[src/rtl/mem_arb_pkg.sv]
// Shared types and constants for the data-port arbiter between the CPU LSU (m0) and the debug/DMA loader (m1).
package mem_arb_pkg;

    localparam int         ADDR_W    = 32;
    localparam logic [3:0] MASK_READ = 4'b0000;

    typedef enum logic [1:0] {IDLE, OWN0, OWN1} arb_state_e;
    typedef enum logic       {P0, P1}           port_e;

endpackage

[src/rtl/mem_arb_wait_cnt.sv]
// Per-port starvation counter: counts cycles a requester is refused and flags when its grant must be forced.
module mem_arb_wait_cnt #(
    parameter int unsigned MAX_WAIT = 16
) (
    input  logic clk,
    input  logic reset,
    input  logic req,
    input  logic gnt,
    input  logic blocked,
    output logic force_gnt
);

    localparam logic [7:0] LIMIT = 8'(MAX_WAIT - 1);

    logic [7:0] cnt;

    // Saturates at LIMIT so a port refused while unguarded is served as soon as the guard applies.
    always_ff @(posedge clk) begin
        if (reset || !req || gnt) begin
            cnt <= '0;
        end else if (cnt != LIMIT) begin
            cnt <= cnt + 8'd1;
        end
    end

    assign force_gnt = req && blocked && (cnt == LIMIT);

endmodule

[src/rtl/mem_arbiter.sv]
// Two-requester arbiter for the memory data port with lock ownership and starvation guard.
// Optional grant/force statistics outputs are built when MEM_ARB_STATS_EN is defined.
module mem_arbiter
    import mem_arb_pkg::*;
#(
    parameter bit          PRIO0    = 1'b1,
    parameter int unsigned MAX_WAIT = 16
) (
    input  logic              clk,
    input  logic              reset,
    input  logic              m0_req,
    input  logic [ADDR_W-1:0] m0_addr,
    input  logic [31:0]       m0_wdata,
    input  logic [3:0]        m0_wmask,
    input  logic              m0_lock,
    output logic              m0_gnt,
    output logic              m0_rvalid,
    output logic [31:0]       m0_rdata,
    input  logic              m1_req,
    input  logic [ADDR_W-1:0] m1_addr,
    input  logic [31:0]       m1_wdata,
    input  logic [3:0]        m1_wmask,
    input  logic              m1_lock,
    output logic              m1_gnt,
    output logic              m1_rvalid,
    output logic [31:0]       m1_rdata,
    output logic [ADDR_W-1:0] mem_addr,
    output logic [3:0]        mem_wmask,
    output logic [31:0]       mem_wdata,
    input  logic [31:0]       mem_data
`ifdef MEM_ARB_STATS_EN
    ,
    output logic [31:0]       stat_gnt0,
    output logic [31:0]       stat_gnt1,
    output logic [15:0]       stat_force
`endif
);

    arb_state_e state, state_nxt;
    port_e      last_gnt;
    logic       gnt0, gnt1;
    logic       block0, block1;
    logic       force0, force1;

    // m1 is also guarded in IDLE when fixed priority could starve it.
    assign block0 = (state == OWN1);
    assign block1 = (state == OWN0) || ((state == IDLE) && PRIO0);

    mem_arb_wait_cnt #(.MAX_WAIT(MAX_WAIT)) u_wait0 (
        .clk       (clk),
        .reset     (reset),
        .req       (m0_req),
        .gnt       (gnt0),
        .blocked   (block0),
        .force_gnt (force0)
    );

    mem_arb_wait_cnt #(.MAX_WAIT(MAX_WAIT)) u_wait1 (
        .clk       (clk),
        .reset     (reset),
        .req       (m1_req),
        .gnt       (gnt1),
        .blocked   (block1),
        .force_gnt (force1)
    );

    always_ff @(posedge clk) begin
        if (reset) begin
            state     <= IDLE;
            last_gnt  <= P1;
            m0_rvalid <= 1'b0;
            m1_rvalid <= 1'b0;
        end else begin
            state     <= state_nxt;
            if (gnt0) begin
                last_gnt <= P0;
            end else if (gnt1) begin
                last_gnt <= P1;
            end
            m0_rvalid <= gnt0 && (m0_wmask == MASK_READ);
            m1_rvalid <= gnt1 && (m1_wmask == MASK_READ);
        end
    end

    always_comb begin
        state_nxt = state;
        gnt0      = 1'b0;
        gnt1      = 1'b0;
        if (!reset) begin
            case (state)
                IDLE: begin
                    if (force1) begin
                        gnt1 = 1'b1;
                    end else if (m0_req && m1_req) begin
                        if (PRIO0 || (last_gnt == P1)) gnt0 = 1'b1;
                        else                           gnt1 = 1'b1;
                    end else begin
                        gnt0 = m0_req;
                        gnt1 = m1_req;
                    end
                    // A forced grant never confers ownership.
                    if (gnt0 && m0_lock)                 state_nxt = OWN0;
                    else if (gnt1 && m1_lock && !force1) state_nxt = OWN1;
                end
                OWN0: begin
                    if (force1) begin
                        gnt1      = 1'b1;
                        state_nxt = IDLE;
                    end else begin
                        gnt0 = m0_req;
                        if (!m0_lock) state_nxt = IDLE;
                    end
                end
                OWN1: begin
                    if (force0) begin
                        gnt0      = 1'b1;
                        state_nxt = IDLE;
                    end else begin
                        gnt1 = m1_req;
                        if (!m1_lock) state_nxt = IDLE;
                    end
                end
                default: state_nxt = IDLE;
            endcase
        end
    end

    always_comb begin
        mem_addr  = '0;
        mem_wdata = '0;
        mem_wmask = MASK_READ;
        if (gnt0) begin
            mem_addr  = m0_addr;
            mem_wdata = m0_wdata;
            mem_wmask = m0_wmask;
        end else if (gnt1) begin
            mem_addr  = m1_addr;
            mem_wdata = m1_wdata;
            mem_wmask = m1_wmask;
        end
    end

    assign m0_gnt   = gnt0;
    assign m1_gnt   = gnt1;
    assign m0_rdata = m0_rvalid ? mem_data : '0;
    assign m1_rdata = m1_rvalid ? mem_data : '0;

`ifdef MEM_ARB_STATS_EN
    logic forced;
    assign forced = (gnt0 && force0) || (gnt1 && force1);

    always_ff @(posedge clk) begin
        if (reset) begin
            stat_gnt0  <= '0;
            stat_gnt1  <= '0;
            stat_force <= '0;
        end else begin
            if (gnt0 && (stat_gnt0 != '1))    stat_gnt0  <= stat_gnt0 + 32'd1;
            if (gnt1 && (stat_gnt1 != '1))    stat_gnt1  <= stat_gnt1 + 32'd1;
            if (forced && (stat_force != '1)) stat_force <= stat_force + 16'd1;
        end
    end
`endif

endmodule

[config.mk]
export PLATFORM = sky130hd
export DESIGN_NAME = mem_arbiter
export DESIGN_NICKNAME = d
export VERILOG_FILES = /design/src/rtl/mem_arb_pkg.sv /design/src/rtl/mem_arb_wait_cnt.sv /design/src/rtl/mem_arbiter.sv
export SDC_FILE = /design/constraint.sdc
export NUM_CORES = 1
export LEC_CHECK = 0
export CAP_MARGIN = 40
export CELL_PAD_IN_SITES_DETAIL_PLACEMENT = 1
export CELL_PAD_IN_SITES_GLOBAL_PLACEMENT = 2
export CORE_MARGIN = 5
export CORE_UTILIZATION = 12
export DETAILED_ROUTE_END_ITERATION = 10
export PLACE_DENSITY_LB_ADDON = 0.1
export SLEW_MARGIN = 20
export SYNTH_ARGS = -nofsm -noshare
export SYNTH_HDL_FRONTEND = slang
export SYNTH_HIERARCHICAL = 1
export SYNTH_SLANG_ARGS = --single-unit
export TNS_END_PERCENT = 20
[constraint.sdc]
create_clock -name clk -period 5.25 [get_ports clk]
set_clock_uncertainty 0.2 [all_clocks]
set_input_delay 1.05 -clock clk [delete_from_list [all_inputs] [get_ports clk]]
set_output_delay 1.05 -clock clk [all_outputs]
set_load 0.05 [all_outputs]
## Yosys cells after proc, flatten, opt, wreduce, memory -nomap -nowiden

Index checks and enable logic that the tools add are counted.

| operators by class | value |
|---|---|
| eq/ne operators | 9 |
| reductions and logical operators | 22 |
| multiplexer cells | 31 |
| add/subtract/negate cells | 2 |

Operators with widths:

| kind | number |
|---|---|
| $mux W32 | 6 |
| $add A8 B1 Y8 const B | 2 |
| $eq A8 B4 Y1 const B | 2 |
| $ne A8 B4 Y1 const B | 2 |
| $mux W1 | 14 |
| $mux W2 | 6 |
| $logic_and A1 B1 Y1 | 10 |
| $logic_not A4 Y1 | 2 |
| $mux W4 | 2 |
| $ne A3 B3 Y1 const B | 2 |
| $pmux W1 S3 | 2 |
| $pmux W2 S3 | 1 |
| $logic_or A1 B1 Y1 | 5 |
| $logic_not A1 Y1 | 3 |
| $ne A3 B1 Y1 const B | 1 |
| $reduce_and A3 Y1 | 1 |
| $eq A2 B1 Y1 const B | 1 |
| $eq A2 B2 Y1 const B | 1 |
| $logic_not A2 Y1 | 1 |

| word-level totals | value |
|---|---|
| bits in registers | 20 |
| word-level logic and storage cells | 69 |
| input bits | 174 |
| output and inout port bits | 136 |

## Depth between registers and ports, before layout

Gate-level depths: netlist of the first run.

| depth | value |
|---|---|
| word-level depth | 12 |
| gate-level depth with buffers | 11 |
| depth with buffers taken out | 9 |

## Modules after synthesis

The synthesis of the first run kept the hierarchy.

By module, submodules not included:

| module | area an instance (um^2) | times used | seq. area each (um^2) | cells each |
|---|---|---|---|---|
| mem_arbiter | 1556.5 | 1 | 80.1 | 183 |
| mem_arb_wait_cnt | 399.1 | 2 | 160.2 | 48 |

## Worst setup path after synthesis of the first run

No wires, ideal clock.

| timing | value |
|---|---|
| path kind | input to output |
| from | input port m0_req |
| to | output port mem_addr[23] |
| arrival | 2602 ps |
| buffers on the path | 1 |
| slack | 1398 ps |
| data required time | 4000 ps |
| stages | 6 |
| path through | nand2_1 nor3_1 or3b_4 a221oi_4 buf_6 a32o_2 |

| between the ends | value |
|---|---|
| elaborated cells between the ends (all ways) | 20 |
| those cells by class | mux (17); reduce/logical (3) |

RTL lines:

| element | RTL line | source |
|---|---|---|
| start, declared | mem_arbiter.sv:11 | `input logic m0_req,` |
| $logic_and A1 B1 Y1 (2 in a row) | mem_arb_wait_cnt.sv:26 | `assign force_gnt = req && blocked && (cnt == LIMIT);` |
| net force0 | mem_arbiter.sv:43 | `logic force0, force1;` |
| $mux W1 | mem_arbiter.sv:115 | `if (force0) begin` |
| $pmux W1 S3 | mem_arbiter.sv:90 | `case (state)` |
| $mux W1 | mem_arbiter.sv:89 | `if (!reset) begin` |
| net m1_gnt | mem_arbiter.sv:24 | `output logic m1_gnt,` |
| $mux W32 | mem_arbiter.sv:136 | `end else if (gnt1) begin` |
| $mux W32 | mem_arbiter.sv:132 | `if (gnt0) begin` |
| end, declared | mem_arbiter.sv:27 | `output logic [ADDR_W-1:0] mem_addr,` |

The timed path passes the listed nets, and every way through them passes these cells. The select of a mux whose other input is x is not followed.

## Worst setup path after layout of the first run

| timing | value |
|---|---|
| from | input port m0_req |
| to | output port mem_wdata[12] |

| between the ends | value |
|---|---|
| elaborated cells between the ends (all ways) | 20 |
| those cells by class | mux (17); reduce/logical (3) |

RTL lines:

| element | RTL line | source |
|---|---|---|
| $logic_and A1 B1 Y1 * (2 in a row) | mem_arb_wait_cnt.sv:26 |  |
| net force0 | mem_arbiter.sv:43 |  |
| $mux W1 | mem_arbiter.sv:115 |  |
| $pmux W1 S3 | mem_arbiter.sv:90 |  |
| $mux W1 | mem_arbiter.sv:89 |  |
| $mux W32 | mem_arbiter.sv:136 |  |
| $mux W32 * | mem_arbiter.sv:132 |  |
| end, declared | mem_arbiter.sv:29 | `output logic [31:0] mem_wdata,` |

The timed path passes the listed nets; every way through them passes the cells marked *. The select of a mux whose other input is x is not followed.

==> impl_results.md, run 1 <==
* Outcome: finished, final reports clean
* Clock buffer depth at 2
* Max Freq at 216.1 MHz
* Worst-path fanout max at 70
* Worst vdd ir at 0.07939 mV
* WL final at 17710 um
* Largest net degree at the start of global routing at 71
* CTS Buf Count at 3
* Critical path arrival at 3.38 ns
* Routed WL per cell at 21.26 um
* Worst slew pin tran at 0.8318 ns
* Final setup viols at 0
* H-Tree Depth at 1
* Die area at 22520 um^2
* GP Congestion at 0.7787
* Clock transition at path regs at 0.06 ns
* # diodes at 0
* Die width at 150.1 um
* # hold bufs at CTS at 0
* Fin Setup TNS at 0 ns
* Setup WS pre-CTS at 0.5779 ns
* Clk_lat worst skew at 0.26 ns
* Synth warnings at 6
* Relative slew slack at 0.4454
* Req. time, crit path at 4.00 ns
* Netlist Area Pre-Place at 2355 um^2
* Core Rows at 51
* TritonCTS clock tree: done
* Reg2reg start: u_wait1/cnt[4]
* CTS sink cnt at 20
* Final slew viol count at 0
* Via count at 3523
* Via density at 4.229
* Cell count after synthesis at 279
* Layout net count at 745
* Ranking of synthesized cells by area: a32o_2, and2_1, dfxtp_1, buf_6, clkbuf_1
* First-pass GRT wire length at 25480 um
* Starting DRT DRC Count at 82
* Worst Setup SP: m0_req
* Grt total ovfl at 0
* Initial core utilization at 0.1214
* MaxCap Viol Count at 0
* Routed Antenna Nets at 0
* HPWL after DPL at 15240 um
* Min Tclk post-route at 4.627 ns
* CP Class: in -> out
* Post-synthesis area per instance at 8.440 um^2
* Synth Register Bits at 20
* Critical path endpoint category: primary output
* Yosys top cell area share at 0.3252
* LEAKAGE at 2.630 nW
* CTS root buf: clkbuf_16
* Die height at 150.1 um
* Final Hold Fails at 0
* Vias in the first global route at 4028
* Final period util at 0.8813
* PostCTS Resize Cnt at 0
* Top cell type by total area after synthesis: a32o_2
* HP Start: u_wait1/cnt[1]
* Initial antenna violation count at 1
* Setup bufs post-CTS at 0
* RSZ-0062 raised after global routing: no
* IO Count at 310
* Area growth from synthesis to layout at 176.1%
* # port buffers at 309
* Core area at 19400 um^2
* Detailed-route DRC error count at 0
* Global Route Usage Sum at 0.1487
* Pwr dens at 144.2 nW/um^2
* Final worst slack at 0.6230 ns
* Yosys cell types at 37
* CP Launch Type: input port
* Share of cells above drive strength 1 at 0.2817
* HP Class: reg -> reg
* Synthesized Nets at 455
* Detailed-router iteration count before antenna repair at 4
* Seq/Total Area, Yosys at 0.1700
routing by layer:
metal,up-vias,global-route usage,routed length (um)
met5,-,0,13
met4,2,0.01967,126
met3,9,0.06148,1647
met2,159,0.2881,9694
met1,1663,0.1518,6229
li1,1690,-,-
cell families (layout without fill, tap and decap cells):
group / count (synthesis) / in the layout / synth area share
and+or+nand+nor: 121 / 121 / 0.3156
AOI/OAI and AO/OA: 103 / 103 / 0.4277
buffers and inverters: 33 / 322 / 0.07599
DFF: 20 / 20 / 0.1700
adders and majority gates: 2 / 2 / 0.01063
state kept, by name (all words and copies together) (netlist names):
register,count
u_wait0/cnt,8
u_wait1/cnt,8
m1_rvalid,1
m0_rvalid,1
state,2
synth_stat cells:
cell type  count
nor2b_1        1
dfxtp_1       20
or3_1          8
nand2_1       10
a211oi_1       2
a21boi_0       2
inv_1          2
ha_1           2
a2bb2oi_1      1
nor4_1         2
and3_1         3
nand4_1        2
or3b_1         1
or4_4          2
o211ai_2       2
and2_1        66
nor3_1         8
nand3_1        6
nor4_2         2
inv_2          1
a21oi_1       14
a32o_1         1
o21ai_1        2
buf_2          2
a32o_2        68
a21o_1         1
o2111a_1       1
or3b_4         1
nor4b_1        1
buf_6          7
nor2_1         5
nand3_2        2
a31oi_1        2
clkbuf_1      21
and2b_1        1
o21ai_0        6
a221oi_4       1
placed cells by master, fill, tap and decap left out, drive strengths merged:
cell type,synthesis,final
nand2,10,10
nor2,5,5
a21oi,14,14
dfxtp,20,20
nor4,4,4
bufinv,0,1
o211ai,2,2
a221oi,1,1
a211oi,2,2
buf,9,76
or3b,2,2
nor3,8,8
o21ai,8,8
or3,8,8
nand3,8,8
or4,2,2
a21boi,2,2
a32o,69,69
clkdlybuf4s50,0,239
o2111a,1,1
nor2b,1,1
a21o,1,1
a31oi,2,2
inv,3,3
ha,2,2
and2,66,66
nand4,2,2
clkbuf,21,3
and3,3,3
nor4b,1,1
and2b,1,1
a2bb2oi,1,1
metrics by stage:
stage	power, W	area, um^2	utilization	hold WS (ns)	cells
floorplan	0.0003922	2355	-	0.2736	279
finish	0.0009373	6501	0.3351	0.3213	833
CTS	0.0009520	6501	0.3351	0.3268	833
detailed placement	0.0007329	6396	0.3297	0.3176	829
global placement	0.0007282	6366	0.3282	0.2943	827
global route	0.0009736	6501	0.3351	0.3582	833
worst paths after layout:
check	end	slack, ns	cells past startpoint
max	mem_wdata[12]	0.62	6
min	u_wait1/cnt[1]	0.32	2
min reg2reg	u_wait1/cnt[1]	0.32	2
max reg2reg	u_wait0/cnt[3]	2.17	8
critical path, cell delays in order:
cell,delay [ns]
clkdlybuf4s50_1,0.63
nand2_1,0.09
nor3_1,0.32
a32o_4,0.72
a32o_2,0.33
buf_12,0.14
report_power, final:
part           internal (W)  leakage, nW  switching, W
Combinational      0.000303         2.42      0.000262
Clock              0.000151       0.0511     0.0000630
Sequential         0.000154        0.162    0.00000332
layout make-up:
class / instances / area, um^2
Sequential cell: 20 / 400.4
Timing Repair Buffer: 315 / 3866
Fill cell: 2204 / 12900
Inverter: 3 / 11.26
Clock inverter: 1 / 30.03
Clock buffer: 3 / 75.07
Tap cell: 265 / 331.6
Multi-Input combinational cell: 226 / 1787
No activity file was read; power rests on OpenSTA's default activity.
==> run 2, diff against run 1 <==
CAP_MARGIN = 20   (was 40)
RECOVER_POWER = 100   (was default)
REMOVE_ABC_BUFFERS = 1   (was default)
==> run 2 against run 1 <==
Against the previous run:
- die area unchanged
- fmax fell by 3.0%
- clock power decreased by 27%
- final area fell by 3.0%
- first-iteration DRC count up 24%
==> impl_results.md, run 2 (synthesis gave the netlist of run 1 again) <==
* CP Launch Type: input port
* Vias in the first global route at 4001 (-0.67%)
* Worst-path fanout max at 71 (+1.4%)
* GP Congestion at 0.7228 (-7.2%)
* Final core occ at 0.3252 (-0.009933)
* Worst R2R Setup Slack at 2.23 ns (+0.06 ns)
* Worst vdd ir at 0.07781 mV (-2.0%)
* Share of cells above drive strength 1 at 0.1522 (-0.1295)
* Setup bufs post-CTS at 0 (unchanged)
* Most common cell after layout, fill and taps aside: clkdlybuf4s50_1
* TritonCTS clock tree: done
* RSZ-0062 raised after global routing: no
* MaxCap Viol Count at 0 (unchanged)
* Global Route Usage Sum at 0.1426 (-0.006078)
* Final slew viol count at 0 (unchanged)
* Req. time, crit path at 4.00 ns (about the same)
* Final Hold Fails at 0 (unchanged)
* Die area at 22520 um^2 (unchanged)
* Worst Reg-to-Reg Cells at 9 (+1)
* CTS Buf Count at 3 (unchanged)
* LEAKAGE at 2.452 nW (-6.8%)
* Final setup viols at 0 (unchanged)
* Clock buffer depth at 2 (unchanged)
* # hold bufs at CTS at 0 (unchanged)
* Most frequent cells in the layout: clkdlybuf4s50_1, buf_12, a32o_1, dlygate4sd3_1, and2_1
* Routed Antenna Nets at 0 (unchanged)
* Die height at 150.1 um (unchanged)
* HP Start: u_wait0/cnt[1]
* Max Freq at 209.6 MHz (-3.0%)
* First-pass GRT wire length at 24720 um (-3.0%)
* Critical path arrival at 3.52 ns (+0.14 ns)
* Cell Count, Final, Fillers Out at 831 (-0.24%)
* Pwr dens at 136.8 nW/um^2 (-5.1%)
* Starting DRT DRC Count at 102 (+24%)
* Top flop regs: u_wait0/cnt (8), u_wait1/cnt (8), state (2)
* PostCTS Resize Cnt at 0 (unchanged)
* CP Class: in -> out
* Area growth from synthesis to layout at 167.9%
* CTS root buf: clkbuf_16
* CTS sink cnt at 20 (unchanged)
* H-Tree Depth at 1 (unchanged)
* Hold path depth at 2 (unchanged)
* Final period util at 0.9087 (+0.02732)
* Placed Instances at 827 (-0.24%)
* Hold Crit Endpoint: u_wait0/cnt[1]
* HP Class: reg -> reg
* Reg2reg start: u_wait1/cnt[4]
* Detailed-router iteration count before antenna repair at 4 (unchanged)
* IO Count at 310 (unchanged)
* Clk_lat worst skew at 0.25 ns (about the same)
* Worst reg2reg path endpoint: u_wait0/cnt[0]
* HPWL after DPL at 14570 um (-4.4%)
* # port buffers at 309 (unchanged)
* Grt total ovfl at 0 (unchanged)
* Detailed-route DRC error count at 0 (unchanged)
* WL final at 17330 um (-2.1%)
* Outcome: finished, final reports clean
* Initial core utilization at 0.1214 (unchanged)
* Relative slew slack at 0.3813 (-0.06414)
* Core Rows at 51 (unchanged)
* Via count at 3551 (+0.79%)
* Core area at 19400 um^2 (unchanged)
* Layout net count at 743 (-0.27%)
* Via density at 4.273 (+1.0%)
* Die width at 150.1 um (unchanged)
* Min Tclk post-route at 4.770 ns (+0.1434 ns)
* Critical path endpoint category: primary output
* Worst slew pin tran at 0.9268 ns (+0.09494 ns)
* Largest net degree at the start of global routing at 72 (+1.4%)
* Fin Setup TNS at 0 ns (unchanged)
* Clock transition at path regs at 0.06 ns (about the same)
* Routed WL per cell at 20.86 um (-1.9%)
* Initial antenna violation count at 0 (-1)
run 2: report_power, final:
group / internal, W / switching (W)
Combinational: 0.000290 / 0.000260
Sequential: 0.000154 / 0.00000371
Clock: 0.000100 / 0.0000552
run 2: worst max path at each step:
stage	start	to	slack (ns)	cells past startpoint
4_1_cts	m0_req	mem_wdata[28]	0.63	7
2_1_floorplan	m0_req	mem_addr[0]	0.28	5
3_3_place_gp	m0_req	mem_wdata[28]	0.71	7
3_5_place_dp	m0_req	mem_wdata[28]	0.63	7
6_report	m0_req	mem_addr[16]	0.48	8
5_1_grt	m0_req	mem_addr[16]	0.30	8
run 2: final cells by class:
type / count / area [um^2]
Clock buffer: 3 / 75.07
Inverter: 3 / 11.26
Tap cell: 265 / 331.6
Timing Repair Buffer: 313 / 3824
Fill cell: 2235 / 13090
Antenna cell: 1 / 2.502
Sequential cell: 20 / 400.4
Multi-Input combinational cell: 226 / 1664
run 2: metrics by stage:
step | hold slack, ns | setup WS [ns] | area [um^2] | power (W)
floorplan | 0.2736 | 0.2815 | 2187 | 0.0003824
global placement | 0.2917 | 0.7094 | 6344 | 0.0007256
detailed placement | 0.3179 | 0.6323 | 6344 | 0.0007306
CTS | 0.3261 | 0.6330 | 6419 | 0.0008909
global route | 0.3467 | 0.2983 | 6306 | 0.0008958
finish | 0.3265 | 0.4796 | 6309 | 0.0008633
run 2: layer usage:
metal	GRT usage	routed length, um	share of wire	vias to the layer above
met4	0.02333	184	0.011	0
met3	0.06178	1711	0.099	8
met2	0.2834	9754	0.56	146
li1	-	-	-	1685
met5	0	0	0	-
met1	0.1364	5684	0.33	1712
run 2: worst max-delay path, stage by stage:
cell	delay, ns
dlygate4sd3_1	0.62
nand2_1	0.10
nor3_1	0.07
or3b_4	0.37
a221oi_1	0.47
buf_12	0.35
a32o_1	0.25
buf_12	0.15
